`config.mk`:
```
export PLATFORM = sky130hd
export DESIGN_NAME = keyboard_controller
export DESIGN_NICKNAME = d
export VERILOG_FILES = /design/src/rtl/keyboard_pkg.sv /design/src/rtl/keyboard_controller_tick_gen.sv /design/src/rtl/keyboard_controller.sv
export SDC_FILE = /design/constraint.sdc
export NUM_CORES = 1
export LEC_CHECK = 0
export ABC_AREA = 1
export CORE_ASPECT_RATIO = 0.8
export CORE_MARGIN = 2
export CORE_UTILIZATION = 41
export DETAILED_ROUTE_END_ITERATION = 6
export PLACE_DENSITY = 0.65
export REMOVE_ABC_BUFFERS = 1
export SKIP_CTS_REPAIR_TIMING = 1
export SLEW_MARGIN = 20
export SYNTH_ARGS = -nofsm -noshare
export SYNTH_HDL_FRONTEND = slang
export SYNTH_SLANG_ARGS = --single-unit
```
`constraint.sdc`:
```
create_clock -name clk -period 1.7 [get_ports clk]
set_input_delay 0.34 -clock clk [delete_from_list [all_inputs] [get_ports clk]]
set_output_delay 0.34 -clock clk [all_outputs]
set_load 0.05 [all_outputs]
```
`src/rtl/keyboard_pkg.sv`:
```
// Shared types and default constants for the keyboard controller.
// Optional build macro used by keyboard_controller: KEYBOARD_CONTROLLER_IGNORE_ZERO_EN.
package keyboard_pkg;

    // Width of the parallel key code bus.
    localparam int KEY_W = 8;

    // One key code as seen on the keypad front end.
    typedef logic [KEY_W-1:0] key_t;

    // Default timing: system clocks per sample tick, and how many
    // consecutive equal ticks make a code "stable".
    localparam int DEF_CLOCKDIVISOR         = 1000;
    localparam int DEF_STEADYCOUNTTHRESHOLD = 7;

endpackage : keyboard_pkg

```
`src/rtl/keyboard_controller_tick_gen.sv`:
```
// Sample-tick divider: free-running counter 0..DIVISOR-1 that raises
// tick for exactly one clk while it sits on its last value.
module tick_gen #(
    parameter int DIVISOR = 1000,
    parameter int CNT_W   = $clog2(DIVISOR)
) (
    input  logic clk,
    input  logic RST,
    output logic tick
);

    logic [CNT_W-1:0] cnt_q;
    logic [CNT_W-1:0] cnt_d;
    logic             at_end;

    // Next counter value: wrap to zero after the last count.
    always_comb begin
        at_end = (cnt_q == CNT_W'(DIVISOR - 1));
        cnt_d  = at_end ? '0 : cnt_q + 1'b1;
    end

    // Counter register, cleared by synchronous reset.
    always_ff @(posedge clk) begin
        if (RST) begin
            cnt_q <= '0;
        end else begin
            cnt_q <= cnt_d;
        end
    end

    // Tick is decoded straight from the registered count, so it is a
    // clean single-cycle strobe aligned with the counter wrap.
    assign tick = at_end;

endmodule : tick_gen

```
`src/rtl/keyboard_controller.sv`:
```
// Keyboard controller: samples the raw key code on divider ticks, waits
// until it has been equal for STEADYCOUNTTHRESHOLD further ticks and then
// reports it once through savedByte / keyReady.
// Optional build macro: KEYBOARD_CONTROLLER_IGNORE_ZERO_EN -- when defined,
// a stable 8'h00 ("no key") is tracked but never reported.
module keyboard_controller
    import keyboard_pkg::*;
#(
    parameter int CLOCKDIVISOR         = DEF_CLOCKDIVISOR,
    parameter int STEADYCOUNTTHRESHOLD = DEF_STEADYCOUNTTHRESHOLD
) (
    input  logic clk,
    input  logic RST,
    input  key_t keyValues,
    output key_t savedByte,
    output logic keyReady
);

    // Divider width follows directly from the divisor.
    localparam int CLOCKDIVIDERWIDTH = $clog2(CLOCKDIVISOR);

    // The steady counter must be able to hold the threshold itself.
    localparam int STEADY_W = $clog2(STEADYCOUNTTHRESHOLD + 1);
    localparam logic [STEADY_W-1:0] STEADY_MAX = STEADY_W'(STEADYCOUNTTHRESHOLD);

    logic tick;

    // Tracking state.
    key_t                last_q,     last_d;
    logic [STEADY_W-1:0] steady_q,   steady_d;
    logic                reported_q, reported_d;

    // Output registers.
    key_t saved_q, saved_d;
    logic ready_q, ready_d;

    // Whether the code currently being tracked may be reported at all.
    logic report_allowed;

    tick_gen #(
        .DIVISOR (CLOCKDIVISOR),
        .CNT_W   (CLOCKDIVIDERWIDTH)
    ) u_tick_gen (
        .clk  (clk),
        .RST  (RST),
        .tick (tick)
    );

`ifdef KEYBOARD_CONTROLLER_IGNORE_ZERO_EN
    // "No key" is tracked like any code but never reaches the consumer.
    assign report_allowed = (last_q != '0);
`else
    // Every code, including 8'h00, is reported.
    assign report_allowed = 1'b1;
`endif

    // Per-tick compare / stability counting and the single report strobe.
    always_comb begin
        last_d     = last_q;
        steady_d   = steady_q;
        reported_d = reported_q;
        saved_d    = saved_q;
        ready_d    = 1'b0;

        if (tick) begin
            if (keyValues != last_q) begin
                // A new code restarts the stability window.
                last_d     = keyValues;
                steady_d   = '0;
                reported_d = 1'b0;
            end else begin
                // Same code again: count up, saturating at the threshold
                // so a held key cannot wrap around and re-report.
                if (steady_q < STEADY_MAX) begin
                    steady_d = steady_q + 1'b1;
                end
                // Report once per stable run; reported blocks repeats
                // until a different code is sampled.
                if ((steady_d == STEADY_MAX) && !reported_q) begin
                    reported_d = 1'b1;
                    if (report_allowed) begin
                        saved_d = last_q;
                        ready_d = 1'b1;
                    end
                end
            end
        end
    end

    // State and output registers; reset drops any pending report.
    always_ff @(posedge clk) begin
        if (RST) begin
            last_q     <= '0;
            steady_q   <= '0;
            reported_q <= 1'b0;
            saved_q    <= '0;
            ready_q    <= 1'b0;
        end else begin
            last_q     <= last_d;
            steady_q   <= steady_d;
            reported_q <= reported_d;
            saved_q    <= saved_d;
            ready_q    <= ready_d;
        end
    end

    assign savedByte = saved_q;
    assign keyReady  = ready_q;

endmodule : keyboard_controller

```
After elaboration in Yosys (flattened, before gate mapping)

Cells that the tools add are included.

Register bits after elaboration: 31
Bits in latches: 0
Bits in writable memories: 0
ROM bits: 0
Bits of input ports: 10
Output and inout port bits: 9
Word-level logic and storage cells: 29
Memories kept: 0

Add/sub/neg operators: 2
$mul: 0
Div/mod/pow operators: 0
Order comparisons: 1
Equality and inequality tests: 3
Shift operators: 0
Multiplexer cells: 7
Bitwise operators: 2
Reduce and logical (&&, ||, !) cells: 8

Operators by type and width:

| operator                                                        | count |
|---|---|
| 3-bit two-way mux                                               | 4 |
| 10-bit by 1-bit adder with 10-bit output, second input constant | 1 |
| 10-bit equality test, second input constant                     | 1 |
| 8-bit inequality test                                           | 1 |
| 2-bit AND reduction                                             | 2 |
| 3-bit by 1-bit adder with 3-bit output, second input constant   | 1 |
| 3-bit equality test, second input constant                      | 1 |
| 3-bit < comparator, second input constant                       | 1 |
| 1-bit two-way mux                                               | 3 |
| 3-bit AND reduction                                             | 1 |
| 3-bit OR reduction                                              | 1 |
| 1-bit inverter                                                  | 2 |
| 2-bit nonzero test                                              | 1 |
| 2-bit OR reduction                                              | 1 |
| 1-bit logical AND                                               | 1 |
| 1-bit logical NOT                                               | 1 |

Longest topological paths before layout

Depth after elaboration: 8
Mapped depth: 10
Depth with buffers taken out: 9

Hierarchy

A second synthesis with hierarchy kept.

Cell total of the unflattened synthesis: 243
Area, all modules: 1,597.8 um^2

By module, submodules not included:

| module              | times used | cells each | area an instance (um^2) | sequential area each (um^2) |
|---|---|---|---|---|
| keyboard_controller | 1          | 181        | 1,141.1                 | 420.4 |
| tick_gen            | 1          | 62         | 456.7                   | 200.2 |

Least setup slack after synthesis

OpenSTA, ideal clock, no wires.

Path type: reg2reg
Start point: register u_tick_gen.cnt_q[0]
End point: register saved_q[0], in the netlist savedByte[0]
Library setup time: 0.113 ns
Arrival time: 1.380 ns
Data required time: 1.587 ns
Path slack: 0.208 ns
Cell stages (with the launch flop): 10
Path buffers: 1
Period minus slack after synthesis: 1.492 ns
Cells stage by stage: dfxtp_1 ha_1 nand2_2 inv_2 nand3_4 nor2_8 nand4_4 buf_6 nor2_1 nor2_1

Word-level cells in the longest chain between the ends: 2

Ends and longest elaborated chain:

| what                          | RTL line                           | source |
|---|---|---|
| from (decl)                   | keyboard_controller_tick_gen.sv:12 | `logic [CNT_W-1:0] cnt_q;` |
| from (signal assigned)        | keyboard_controller_tick_gen.sv:27 | `cnt_q <= cnt_d;` |
| 10-bit equality test          | keyboard_controller_tick_gen.sv:18 | `at_end = (cnt_q == CNT_W'(DIVISOR - 1));` |
| 3-bit AND reduction (no line) | -                                  |  |
| to (signal assigned)          | keyboard_controller.sv:102         | `saved_q <= saved_d;` |
| to (decl)                     | keyboard_controller.sv:34          | `key_t saved_q, saved_d;` |

Every way passes these cells.
A chain may end at the register's enable or synchronous reset.

Worst setup path in the final report

Start point: input keyValues[4]
End point: register saved_q[3], in the netlist savedByte[3]

Word-level cells in the longest chain between the ends: 3

Ends and longest elaborated chain:

| what                          | RTL line                  | source |
|---|---|---|
| from (decl)                   | keyboard_controller.sv:14 | `input key_t keyValues,` |
| 8-bit inequality test         | keyboard_controller.sv:66 | `if (keyValues != last_q) begin` |
| 1-bit inverter (no line)      | -                         |  |
| 3-bit AND reduction (no line) | -                         |  |

Every way passes these cells.

==> reports/qor.yml <==
vias: 1268
dp_hpwl_mm: 2.11
dpl-instance-area_um2: 1770
power_frac_comb: 0.058
setup_viol: 0
fmax_mhz: 644
initial_utilization: 0.431
clk_pin_slew_ns: 0.06
cts_tree: "done"
route.detailed.drc: 0
synth-simple-area-share: 0.374
max-slew-margin-rel: 0.758
status: "finished, final reports clean"
hold_viol: 0
hold_start: "u_tick_gen.cnt_q[0]$_SDFF_PP0_"
fin_area_um2: 1860
cts_buffer_depth: 2
pwr-share-clk: 0.400
slew_viol_final: 0
critPathCaptureType: "register"
grt_max_degree: 11
wl_met3_um: 122
die_height_um: 57.9
drive_gt1_frac: 0.202
skew_ns: 0.00373
drt_first_iter_violations: 83
h-tree-depth: 2
crit_chain: "clkdlybuf4s50_1 > nand2_1 > nand2_1 > nand2_1 > nor2_2 > buf_4 > nand4_4 > buf_4 > nand2_1 > nand2_1 > nor2_1"
synth_ff_type: "dfxtp_1"
yosysSeqAreaShare: 0.418
worstSetupStartpoint: "keyValues[4]"
switching_share: 0.227
antenna_found_initial: 0
wl_met1_mm: 1.53
hp-class: "reg2reg"
cap_viol_max_count: 0
synthCells: 207
die_area_um2: 4130
final_antenna_net_count: 0
grt_pass1_wl_mm: 4.97
synth-adder-area-share: 0.0168
power-per-cell-area_nw_per_um2: 733
worst_pin_slew_ns: 0.359
area_delta_synth_final_pct: 25.0
via_per_inst: 4.45
fin_tns_setup_ns: 0
switching_power_w: 0.000309
grt_pass1_vias: 1138
mostFrequentLayoutCells: "nand2_1 (55), dfxtp_1 (31), nor2_1 (29), inv_1 (23), buf_4 (22)"
port_buffers: 18
grt_overflow_total: 0
fin_util: 0.539
clock_latency_ns: 0.28
worstPathMaxFanout: 9
arrival_ns: 1.77
p_leak_nw: 0.842
whs_ns: 0.470
synthXorXnorAreaFrac: 0.0295
muxShareOfSynthArea: 0
cp-start-kind: "primary input"
layout.cells.non_filler: 285
period_share: 0.914
n_antenna_cell: 0
slowest_stage: "clkdlybuf4s50_1"
synth_top_area_frac: 0.418
layout_commonest_cell: "nand2_1"
dp.cells: 277
core_um2: 3450
synth-seq-cells: 31
cp_top_family: "buffers and inverters"
power.internal_w: 0.00105
yosysTopAreaCell: "dfxtp_1"
num_rows: 19
fin_nets: 254
ys_types: 28
synth_top_family_by_area: "simple AND/OR/NAND/NOR gates"
slowest_delay_ns: 0.50
synth_compound_area_frac: 0.0808
syn_avg_cell_area_um2: 7.18
totalWireLength_mm: 2.81
die_width_um: 71.3
crit_buf_inv: 3
p_seq_frac: 0.542
wl_per_cell_um: 9.85
synth.area.top_cells: "dfxtp_1 (42%), nand2_1 (14%), nor2_1 (7.3%)"
rsz0062_at_grt: "true"
highest_layer: "met4"
ir_drop_v: 0.000396
clock_sinks: 31
cts-buffers-inserted: 5
pin_count: 19
async_flop_share: 0
root_buffer: "clkbuf_8"
cp_common_cell: "nand2_1"
syn-cell-area_um2: 1490
dr_wl_met2_mm: 1.12
required_ns: 1.91
gp_congestion: 0.872
yosysWarningCount: 0
reg2reg_from: "u_tick_gen.cnt_q[0]$_SDFF_PP0_"
drt_pass1_iterations: 4
synth_edf_count: 0
groute.usage.overall: 0.159
min_period_ns: 1.55
crit_type: "in2reg"
-- cell usage after synthesis (2+ instances only) --
library cell and count:
nand4_1 2, nor2_1 29, nand3_1 9, nor3_1 2
nand2_1 55, ha_1 2, inv_2 3, nor3b_1 2
xnor2_1 5, inv_1 23, dfxtp_1 31, nor2_2 8
a21oi_1 14, o21ai_0 7, nor3_2 2
-- cells by family after synthesis --
logic type	after synthesis
and+or+nand+nor	116
buffers and inverters	30
AOI/OAI and AO/OA	23
xor gates and xnor gates	5
DFF	31
adders and majority gates	2
-- through the flow --
| step | worst slack [ns] | total power (W) |
|---|---|---|
| finish | 0.147 | 0.00136 |
| global route | -0.00922 | 0.00143 |
| CTS | 0.110 | 0.00139 |
| detailed placement | -0.181 | 0.000833 |
| global placement | -0.136 | 0.000833 |
| floorplan | 0.218 | 0.000788 |
-- state kept, by name, summed over array words and instances, names as in the netlist --
signal / count
keyReady: 1
last_q: 8
reported_q: 1
savedByte: 8
steady_q: 3
u_tick_gen.cnt_q: 10
-- layout make-up --
class / instances / area [µm²]
inverter: 27 / 101
sequential: 31 / 621
timing repair buffer: 31 / 255
fill: 347 / 1590
multi-input combinational: 146 / 744
clock buffer: 5 / 68.8
clock inverter: 3 / 15.0
tap: 42 / 52.6
-- final timing paths --
path	endpoint	slack, ns	cells past startpoint
worst max-delay path	savedByte[3]$_SDFFE_PP0P_	0.15	11
worst min-delay path	u_tick_gen.cnt_q[0]$_SDFF_PP0_	0.47	1
worst max register to register	savedByte[3]$_SDFFE_PP0P_	0.15	10
worst min register to register	u_tick_gen.cnt_q[0]$_SDFF_PP0_	0.47	1
-- power groups by stage --
stage               registers, W  clock network (W)  logic [W]
floorplan               0.000753                  0  0.0000352
global placement        0.000754                  0  0.0000792
detailed placement      0.000754                  0  0.0000793
CTS                     0.000738           0.000570  0.0000798
global route            0.000738           0.000600  0.0000890
finish                  0.000738           0.000544  0.0000793
-- layer usage --
| metal | vias up | global-route usage |
|---|---|---|
| met2 | 17 | 0.217 |
| met3 | 2 | 0.0643 |
| li1 | 723 | - |
| met5 | - | 0 |
| met1 | 526 | 0.222 |
| met4 | 0 | 0.0647 |
No activity file was read; power rests on OpenSTA's default activity.
